## src/rtl/uart_axil_tx.sv

```systemverilog
// rtl/uart_axil_tx.sv - AXI4-Lite slave 8N1 UART transmitter with TX FIFO, baud divisor and TX-empty irq
module uart_axil_tx #(
  parameter int FIFO_DEPTH = 16,
  parameter int DIV_W      = 16,
  parameter int DIV_RESET  = 868
) (
  input  logic        clk,
  input  logic        rst,
  input  logic [31:0] araddr,
  input  logic        arvalid,
  output logic        arready,
  output logic [31:0] rdata,
  output logic [1:0]  rresp,
  output logic        rvalid,
  input  logic        rready,
  input  logic [31:0] awaddr,
  input  logic        awvalid,
  output logic        awready,
  input  logic [31:0] wdata,
  input  logic [3:0]  wstrb,
  input  logic        wvalid,
  output logic        wready,
  output logic [1:0]  bresp,
  output logic        bvalid,
  input  logic        bready,
  output logic        tx,
  output logic        irq
);
  localparam int AW = $clog2(FIFO_DEPTH);
  localparam int CW = AW + 1;

  localparam logic [0:0] W_IDLE = 1'b0, W_RESP = 1'b1;
  localparam logic [0:0] R_IDLE = 1'b0, R_RESP = 1'b1;
  localparam logic [1:0] S_IDLE = 2'd0, S_START = 2'd1, S_DATA = 2'd2, S_STOP = 2'd3;

  logic [0:0]       w_state_q, w_state_d, r_state_q, r_state_d;
  logic [1:0]       bresp_q, bresp_d, rresp_q, rresp_d;
  logic [31:0]      rdata_q, rdata_d;
  logic [DIV_W-1:0] div_q, div_d;
  logic             irq_en_q, irq_en_d, ovf_q, ovf_d, irq_q, irq_d;
  logic [7:0]       mem_q [FIFO_DEPTH];
  logic [7:0]       mem_d [FIFO_DEPTH];
  logic [AW-1:0]    wptr_q, wptr_d, rptr_q, rptr_d;
  logic [CW-1:0]    count_q, count_d;
  logic [1:0]       s_state_q, s_state_d;
  logic [DIV_W-1:0] cnt_q, cnt_d, bdiv_q, bdiv_d, div_eff;
  logic [2:0]       bit_q, bit_d;
  logic [7:0]       shift_q, shift_d;
  logic             tx_q, tx_d;

  logic        aw_fire, ar_fire, push, push_ok, pop, ovf_clr;
  logic        fifo_empty, fifo_full, busy, tx_empty;
  logic [31:0] status, div_wr;
  logic        unused_addr;

  assign unused_addr = ^{araddr[31:4], awaddr[31:4]};

  always_comb begin
    fifo_empty = (count_q == '0);
    fifo_full  = (count_q == CW'(FIFO_DEPTH));
    busy       = (s_state_q != S_IDLE);
    tx_empty   = fifo_empty && !busy;
    status     = (32'(count_q) << 8) | {28'd0, busy, ovf_q, fifo_full, tx_empty};
  end

  always_comb begin
    aw_fire   = (w_state_q == W_IDLE) && awvalid && wvalid;
    w_state_d = w_state_q;
    bresp_d   = bresp_q;
    div_d     = div_q;
    irq_en_d  = irq_en_q;
    push      = 1'b0;
    div_wr    = 32'(div_q);
    for (int b = 0; b < 4; b++) begin
      if (wstrb[b]) div_wr[8*b +: 8] = wdata[8*b +: 8];
    end
    if (aw_fire) begin
      w_state_d = W_RESP;
      bresp_d   = (awaddr[1:0] != 2'b00) ? 2'b10 : 2'b00;
      if (awaddr[1:0] == 2'b00) begin
        case (awaddr[3:2])
          2'd0:    push = wstrb[0];
          2'd2:    div_d = div_wr[DIV_W-1:0];
          2'd3:    if (wstrb[0]) irq_en_d = wdata[0];
          default: ;
        endcase
      end
    end else if ((w_state_q == W_RESP) && bready) begin
      w_state_d = W_IDLE;
    end
  end

  always_comb begin
    ar_fire   = (r_state_q == R_IDLE) && arvalid;
    r_state_d = r_state_q;
    rdata_d   = rdata_q;
    rresp_d   = rresp_q;
    ovf_clr   = 1'b0;
    if (ar_fire) begin
      r_state_d = R_RESP;
      rdata_d   = '0;
      rresp_d   = (araddr[1:0] != 2'b00) ? 2'b10 : 2'b00;
      if (araddr[1:0] == 2'b00) begin
        case (araddr[3:2])
          2'd1: begin
            rdata_d = status;
            ovf_clr = 1'b1;
          end
          2'd2:    rdata_d = 32'(div_q);
          2'd3:    rdata_d = {31'd0, irq_en_q};
          default: ;
        endcase
      end
    end else if ((r_state_q == R_RESP) && rready) begin
      r_state_d = R_IDLE;
    end
  end

  // Divisor is latched per byte; end of STOP may chain straight into the next START.
  always_comb begin
    div_eff   = (div_q == '0) ? DIV_W'(1) : div_q;
    s_state_d = s_state_q;
    cnt_d     = cnt_q;
    bdiv_d    = bdiv_q;
    bit_d     = bit_q;
    shift_d   = shift_q;
    tx_d      = tx_q;
    pop       = 1'b0;
    if ((s_state_q != S_IDLE) && (cnt_q != '0)) begin
      cnt_d = cnt_q - DIV_W'(1);
    end else begin
      case (s_state_q)
        S_START: begin
          s_state_d = S_DATA;
          bit_d     = 3'd0;
          tx_d      = shift_q[0];
          cnt_d     = bdiv_q - DIV_W'(1);
        end
        S_DATA: begin
          cnt_d = bdiv_q - DIV_W'(1);
          if (bit_q == 3'd7) begin
            s_state_d = S_STOP;
            tx_d      = 1'b1;
          end else begin
            bit_d   = bit_q + 3'd1;
            shift_d = shift_q >> 1;
            tx_d    = shift_q[1];
          end
        end
        default: begin
          if (!fifo_empty) begin
            pop       = 1'b1;
            s_state_d = S_START;
            shift_d   = mem_q[rptr_q];
            bdiv_d    = div_eff;
            cnt_d     = div_eff - DIV_W'(1);
            tx_d      = 1'b0;
          end else begin
            s_state_d = S_IDLE;
            tx_d      = 1'b1;
          end
        end
      endcase
    end
  end

  // A push into a full FIFO still lands if the serializer pops in the same cycle.
  always_comb begin
    push_ok = push && (!fifo_full || pop);
    mem_d   = mem_q;
    if (push_ok) mem_d[wptr_q] = wdata[7:0];
    wptr_d  = push_ok ? wptr_q + AW'(1) : wptr_q;
    rptr_d  = pop ? rptr_q + AW'(1) : rptr_q;
    count_d = count_q + CW'(push_ok) - CW'(pop);
    ovf_d   = (ovf_q && !ovf_clr) || (push && !push_ok);
    irq_d   = irq_en_q && tx_empty;
  end

  always_ff @(posedge clk) begin
    if (rst) begin
      w_state_q <= W_IDLE;
      r_state_q <= R_IDLE;
      bresp_q   <= 2'b00;
      rresp_q   <= 2'b00;
      rdata_q   <= '0;
      div_q     <= DIV_W'(DIV_RESET);
      irq_en_q  <= 1'b0;
      ovf_q     <= 1'b0;
      irq_q     <= 1'b0;
      wptr_q    <= '0;
      rptr_q    <= '0;
      count_q   <= '0;
      s_state_q <= S_IDLE;
      cnt_q     <= '0;
      bdiv_q    <= DIV_W'(1);
      bit_q     <= 3'd0;
      shift_q   <= 8'd0;
      tx_q      <= 1'b1;
    end else begin
      w_state_q <= w_state_d;
      r_state_q <= r_state_d;
      bresp_q   <= bresp_d;
      rresp_q   <= rresp_d;
      rdata_q   <= rdata_d;
      div_q     <= div_d;
      irq_en_q  <= irq_en_d;
      ovf_q     <= ovf_d;
      irq_q     <= irq_d;
      wptr_q    <= wptr_d;
      rptr_q    <= rptr_d;
      count_q   <= count_d;
      s_state_q <= s_state_d;
      cnt_q     <= cnt_d;
      bdiv_q    <= bdiv_d;
      bit_q     <= bit_d;
      shift_q   <= shift_d;
      tx_q      <= tx_d;
    end
  end

  always_ff @(posedge clk) begin
    mem_q <= mem_d;
  end

  assign awready = (w_state_q == W_IDLE);
  assign wready  = (w_state_q == W_IDLE);
  assign bvalid  = (w_state_q == W_RESP);
  assign bresp   = bresp_q;
  assign arready = (r_state_q == R_IDLE);
  assign rvalid  = (r_state_q == R_RESP);
  assign rdata   = rdata_q;
  assign rresp   = rresp_q;
  assign tx      = tx_q;
  assign irq     = irq_q;
endmodule
```

## config.mk

```make
export PLATFORM = sky130hd
export DESIGN_NAME = uart_axil_tx
export DESIGN_NICKNAME = d
export VERILOG_FILES = /design/src/rtl/uart_axil_tx.sv
export SDC_FILE = /design/constraint.sdc
export NUM_CORES = 1
export LEC_CHECK = 0
export BUFFER_PORTS_ARGS = -buffer_cell sky130_fd_sc_hd__buf_2
export CAP_MARGIN = 20
export CORE_MARGIN = 10
export CORE_UTILIZATION = 42
export DETAILED_ROUTE_END_ITERATION = 8
export PLACE_DENSITY = 0.59
export SKIP_LAST_GASP = 1
export SLEW_MARGIN = 10
export SYNTH_ARGS = -nofsm -noshare
export SYNTH_HDL_FRONTEND = slang
export SYNTH_SLANG_ARGS = --single-unit
```

## constraint.sdc

```tcl
create_clock -name clk -period 3.8 [get_ports clk]
set_input_delay 0.57 -clock clk [delete_from_list [all_inputs] [get_ports clk]]
set_output_delay 0.57 -clock clk [all_outputs]
set_load 0.01 [all_outputs]
```

* Yosys cells after proc, flatten, opt, wreduce, memory -nomap -nowiden
Index checks and enable logic that the tools add are counted.
** Cells by class
- Equal/unequal tests :: 13
- Bitwise operators :: 9
- Mux-type cells :: 38
- Magnitude comparators :: 3
- Add/subtract/negate cells :: 8
- Reduce and logical (&&, ||, !) cells :: 38
** Operators with widths (count)
- $bwmux W128 :: 1
- $mux W16 :: 5
- $pmux W16 S3 :: 1
- $sub A16 B1 Y16 const B :: 3
- $mux W8 :: 5
- $bmux W8 S4 :: 1
- $demux W8 S4 :: 1
- $logic_not A16 Y1 :: 1
- $mux W1 :: 16
- $pmux W8 S2 :: 1
- $reduce_and A4 Y1 :: 4
- $reduce_bool A16 Y1 :: 1
- $or A13 B4 Y13 :: 1
- $logic_and A1 B1 Y1 :: 12
- $reduce_bool A2 Y1 :: 6
- $eq A2 B2 Y1 const B :: 5
- $ge A5 B5 Y1 const B :: 2
- $not A4 Y5 :: 2
- $add A4 B1 Y4 const B :: 2
- $logic_not A2 Y1 :: 3
- $mux W2 :: 3
- $not A1 Y1 :: 6
- $pmux W3 S2 :: 1
- $reduce_and A3 Y1 :: 2
- 18 further kinds :: 24
** Storage, ports and cells
- Bits of input ports :: 107
- Bits in registers :: 244
- Logic and storage cells :: 144
- Output and inout port bits :: 43

* Longest topological paths before layout
- Depth in word-level cells :: 9
- Mapped depth :: 19
- Depth with buffers taken out :: 17

* Worst setup path after synthesis
OpenSTA, ideal clock, no wires.
- Kind :: reg-to-reg
- From :: register s_state_q[0]
- To :: register cnt_q[14]
- Path buffers :: 5
- Library setup time :: 0.091 ns
- Stages on the path, launching flop included :: 17
- Data required time :: 3.709 ns
- Period minus slack after synthesis :: 3.408 ns
- Path slack :: 0.392 ns
- Arrival :: 3.317 ns
- Cell sequence :: dfxtp_1 > inv_1 > ha_1 > buf_6 > buf_2 > buf_2 > buf_2 > o311a_1 > a21oi_1 > ha_1 > clkbuf_1 > nand4_1 > mux2_2 > a22oi_4 > nand2_1 > xnor2_1 > a311oi_1
** Between the ends
- Longest elaborated chain between the ends :: 4
- Elaborated cells on any way between the ends :: 8
- Those cells by class :: 3 x eq/ne; 2 x mux; 3 x reduce/logical
** Ends and longest elaborated chain
- start, declared :: line 45 : logic [1:0] s_state_q, s_state_d;
- start signal, assigned :: line 212 : s_state_q <= s_state_d;
- $eq A2 B2 Y1 or $eq A2 B1 Y1 (tied branches) :: line 132 : case (s_state_q)
- $reduce_or A2 Y1 (no source line)
- $mux W16
- $mux W16 :: line 129 : if ((s_state_q != S_IDLE) && (cnt_q != '0)) begin
- end signal, assigned :: line 213 : cnt_q <= cnt_d;
- end, declared :: line 46 : logic [DIV_W-1:0] cnt_q, cnt_d, bdiv_q, bdiv_d, div_eff;
Several ways; a longest one is shown, not always the timed one.
A chain may end at the register's enable or synchronous reset.

* Worst setup path after layout
- From :: register count_q[2]
- To :: register count_q[4]
** Between the ends
- Longest elaborated chain between the ends :: 8
- Elaborated cells on any way between the ends :: 10
- Those cells by class :: 2 x add/sub; 1 x eq/ne; 3 x mux; 4 x reduce/logical
** Ends and longest elaborated chain
- start, declared :: line 44 : logic [CW-1:0] count_q, count_d;
- start signal, assigned :: line 211 : count_q <= count_d;
- $logic_not A5 Y1 :: line 59 : fifo_empty = (count_q == '0);
- $mux W1 :: line 151 : if (!fifo_empty) begin
- $mux W1 :: line 132
- $mux W1 :: line 129
- $logic_or A1 B1 Y1 :: line 169 : push_ok = push && (!fifo_full || pop);
- $logic_and A1 B1 Y1 :: line 169
- $add A5 B1 Y5 :: line 174 : count_d = count_q + CW'(push_ok) - CW'(pop);
- $sub A5 B1 Y5 (*) :: line 174
Every way passes the cells marked *; elsewhere a longest branch is shown, timed or not.

==> impl_metrics.json <==
{
  "grt_max_degree": 79,
  "cpMostUsedCell": "inv_1",
  "crit_chain": "inv_1 -> ha_1 -> nor3b_1 -> buf_4 -> nor2b_1 -> nor2_1 -> nand2_1 -> inv_2 -> ha_1 -> inv_1 -> ha_1 -> inv_1 -> fa_1 -> inv_1 -> a21oi_1 -> nor2_1 -> or3_1 -> a21oi_1",
  "synth_warnings": 0,
  "ios": 150,
  "final_antenna_net_count": 0,
  "cts.sinks": 226,
  "cp-start-kind": "flip-flop",
  "synth-async-reset-ratio": 0,
  "drive_gt1_frac": 0.217,
  "cts_tree": "done",
  "dieArea_sq_mm": 0.0311,
  "swShare": 0.338,
  "setup.worst_path.end_class": "flip-flop",
  "fmax_ghz": 0.288,
  "ir_worst_vdd_uv": 417,
  "critPathTopFamily": "adder cells",
  "grt_pass1_vias": 6566,
  "gp_congestion": 0.819,
  "finalHoldViolCount": 0,
  "grt-ovfl-total": 0,
  "dr.pass1.iters": 5,
  "pwr-share-seq": 0.358,
  "clk_latency_ns": 0.52,
  "setup_tns_ns": 0,
  "io_buffers": 57,
  "die_y_um": 176,
  "area_delta_synth_final_pct": 15.1,
  "hpwl_um": 16800,
  "syn_area_per_cell_sq_um": 12.2,
  "post-route-min-period_ns": 3.47,
  "hold_path.class": "primary input to flip-flop",
  "synthesis.area_sq_mm": 0.0103,
  "drv_slew": 0,
  "powerDensity_mw_per_mm2": 695,
  "drt-initial-drc-count": 642,
  "ys_seq_area_frac": 0.565,
  "ctsLongestPathBuffers": 3,
  "antenna_found_initial": 0,
  "nNetsFinal": 1038,
  "vias": 6794,
  "worstSetupPathType": "flip-flop to flip-flop",
  "crit_required_ns": 4.17,
  "hold_buffers": 0,
  "track_usage": 0.151,
  "synth_ff_type": "edfxtp_1",
  "worstMarginPinSlew_ns": 0.953,
  "htreeDepth": 1,
  "max_stage_delay_ns": 0.39,
  "max_slew_margin": 0.361,
  "p_int_mw": 5.44,
  "ys_seq_elements": 226,
  "clk_pin_slew_ns": 0.06,
  "post-cts-setup-buffer-count": 0,
  "finalPower_mw": 8.23,
  "cp_num_buf_inv": 6,
  "cts_buffers": 26,
  "pwr-share-clk": 0.308,
  "start_util": 0.425,
  "maxCapViolations": 0,
  "antennaDiodeCount": 0,
  "cp.arrival_ns": 3.84,
  "wl_um": 23900,
  "cts_root_buffer": "clkbuf_16",
  "wl_per_cell_um": 19.0,
  "clock_skew_ns": 0.0151,
  "die_x_um": 176,
  "fill_cells": 2163,
  "p_leak_nw": 4.32,
  "rows": 57,
  "critPathSlowestCell": "fa_1",
  "synth_cell_types": 73,
  "drc": 0,
  "core_area_sq_mm": 0.0242,
  "p_sw_mw": 2.78,
  "cp_max_fo": 21,
  "cts_resized": 0,
  "rsz0062_at_grt": "no",
  "status": "complete, no violations",
  "power_frac_comb": 0.335,
  "synth_edf_count": 128,
  "grt_pass1_wl_um": 37700,
  "postSynthCellCount": 842,
  "setup_viol": 0,
  "viasPerCell": 5.40,
  "finalCritPeriodShare": 0.914
}
-- flip-flops by register name, summed over array words and instances, names as in the netlist --
name,count
bdiv_q,16
bit_q,3
bresp,1
bvalid,1
cnt_q,16
count_q,5
div_q,16
irq,1
irq_en_q,1
mem_q,128
ovf_q,1
rdata,16
rptr_q,4
rresp,1
rvalid,1
s_state_q,2
shift_q,8
tx,1
wptr_q,4
-- final timing paths --
path / start / to / slack, ns / cells after the start
worst max-delay path: count_q[2] / count_q[4] / 0.33 / 18
worst min-delay path: rready / rvalid / 0.23 / 2
worst max register to register: count_q[2] / count_q[4] / 0.33 / 18
worst min register to register: bdiv_q[13] / bdiv_q[13] / 0.46 / 2
-- cell families (layout without fill, tap and decap cells) --
group	after synthesis	in the layout	synth area share
AOI/OAI and AO/OA	154	154	0.107
DFF	226	226	0.565
buffers and inverters	93	167	0.0447
adders and majority gates	18	18	0.0226
muxes	82	82	0.129
xor gates and xnor gates	14	14	0.0119
and+or+nand+nor	254	254	0.119
other	1	18	0.000365
-- Yosys cell counts (5+ instances only) --
cell      count  area share
mux2_2        5      0.0055
mux2i_1      36       0.035
o221ai_1      5      0.0043
a22oi_1      12      0.0088
nand2_1      67       0.024
xor2_1        6      0.0051
o21ai_0      21       0.010
clkbuf_1     26      0.0095
o211ai_1      6      0.0044
buf_4        20       0.015
nor3_1       19      0.0092
nand3_1      11      0.0054
nor3b_1       6      0.0044
xnor2_1       8      0.0068
buf_2        16      0.0078
or3_1         8      0.0049
a211o_1       8      0.0068
nand4_1       5      0.0030
nor2_1       95       0.035
nand2b_1      9      0.0055
a211oi_1     12      0.0088
dfxtp_1      98        0.19
ha_1         17       0.021
a222oi_1      7      0.0068
nor3_2        5      0.0049
a31oi_1       5      0.0030
a21oi_1      47       0.023
mux4_2       40       0.088
edfxtp_1    128        0.37
inv_1        23      0.0084
-- power by group through the flow --
stage,clock network (mW),logic [mW],registers (mW)
after global placement,0,2.74,2.99
after detailed placement,0,2.76,2.99
after floorplan,0,2.16,2.94
after CTS,2.59,2.77,2.94
after global routing,2.68,3.06,2.97
final,2.53,2.75,2.94
-- area by class of cell --
class,instances,area (sq um),share of cell area
sequential,226,5810,0.491
timing repair buffer,94,566,0.0478
clock inverter,15,154,0.0130
tap,324,405,0.0343
inverter,25,93.8,0.00793
multi-input combinational,540,4080,0.345
clock buffer,33,728,0.0615
-- worst reg2reg max path, delay by kind of cell (launching register included) --
family | cells | cell delay (ns)
adders and majority gates | 4 | 1.08
and+or+nand+nor | 6 | 0.95
buffers and inverters | 6 | 0.82
DFF | 1 | 0.37
AOI/OAI and AO/OA | 2 | 0.12
-- stage by stage --
step | cells | utilization | instance area (sq um) | setup slack, ns | hold WS, ns
2_1_floorplan | 859 | - | 10300 | 0.392 | 0.432
3_3_place_gp | 1209 | 0.453 | 11000 | 0.355 | 0.440
3_5_place_dp | 1209 | 0.453 | 11000 | 0.349 | 0.451
4_1_cts | 1257 | 0.489 | 11800 | 0.317 | 0.205
5_1_grt | 1257 | 0.489 | 11800 | 0.0102 | 0.217
6_report | 1257 | 0.489 | 11800 | 0.326 | 0.225
-- metal layers --
layer	global-route usage	wire, um	up-vias
met4	0.0371	346	0
met5	0	0	-
met2	0.251	11800	147
met3	0.0246	1150	26
li1	-	-	3258
met1	0.201	10600	3363
-- cells in the final DEF, fill, tap and decap left out, types with 6 or more instances in the layout --
cell type    n
or3_1        8
nor2_1      95
nor3b_1      6
buf_2       56
nand2b_1     9
a211o_1      8
o211ai_1     6
nor3_1      19
xor2_1       6
inv_1       23
nand2_1     67
mux2i_1     36
conb_1      18
dfxtp_1     97
ha_1        17
nand3_1     11
clkinv_1     6
xnor2_1      8
edfxtp_1   128
a222oi_1     7
a22oi_1     12
o21ai_0     21
mux4_2      40
clkbuf_16   27
a21oi_1     47
a211oi_1    12
buf_4       38
Power figures use the tool's default switching activity.
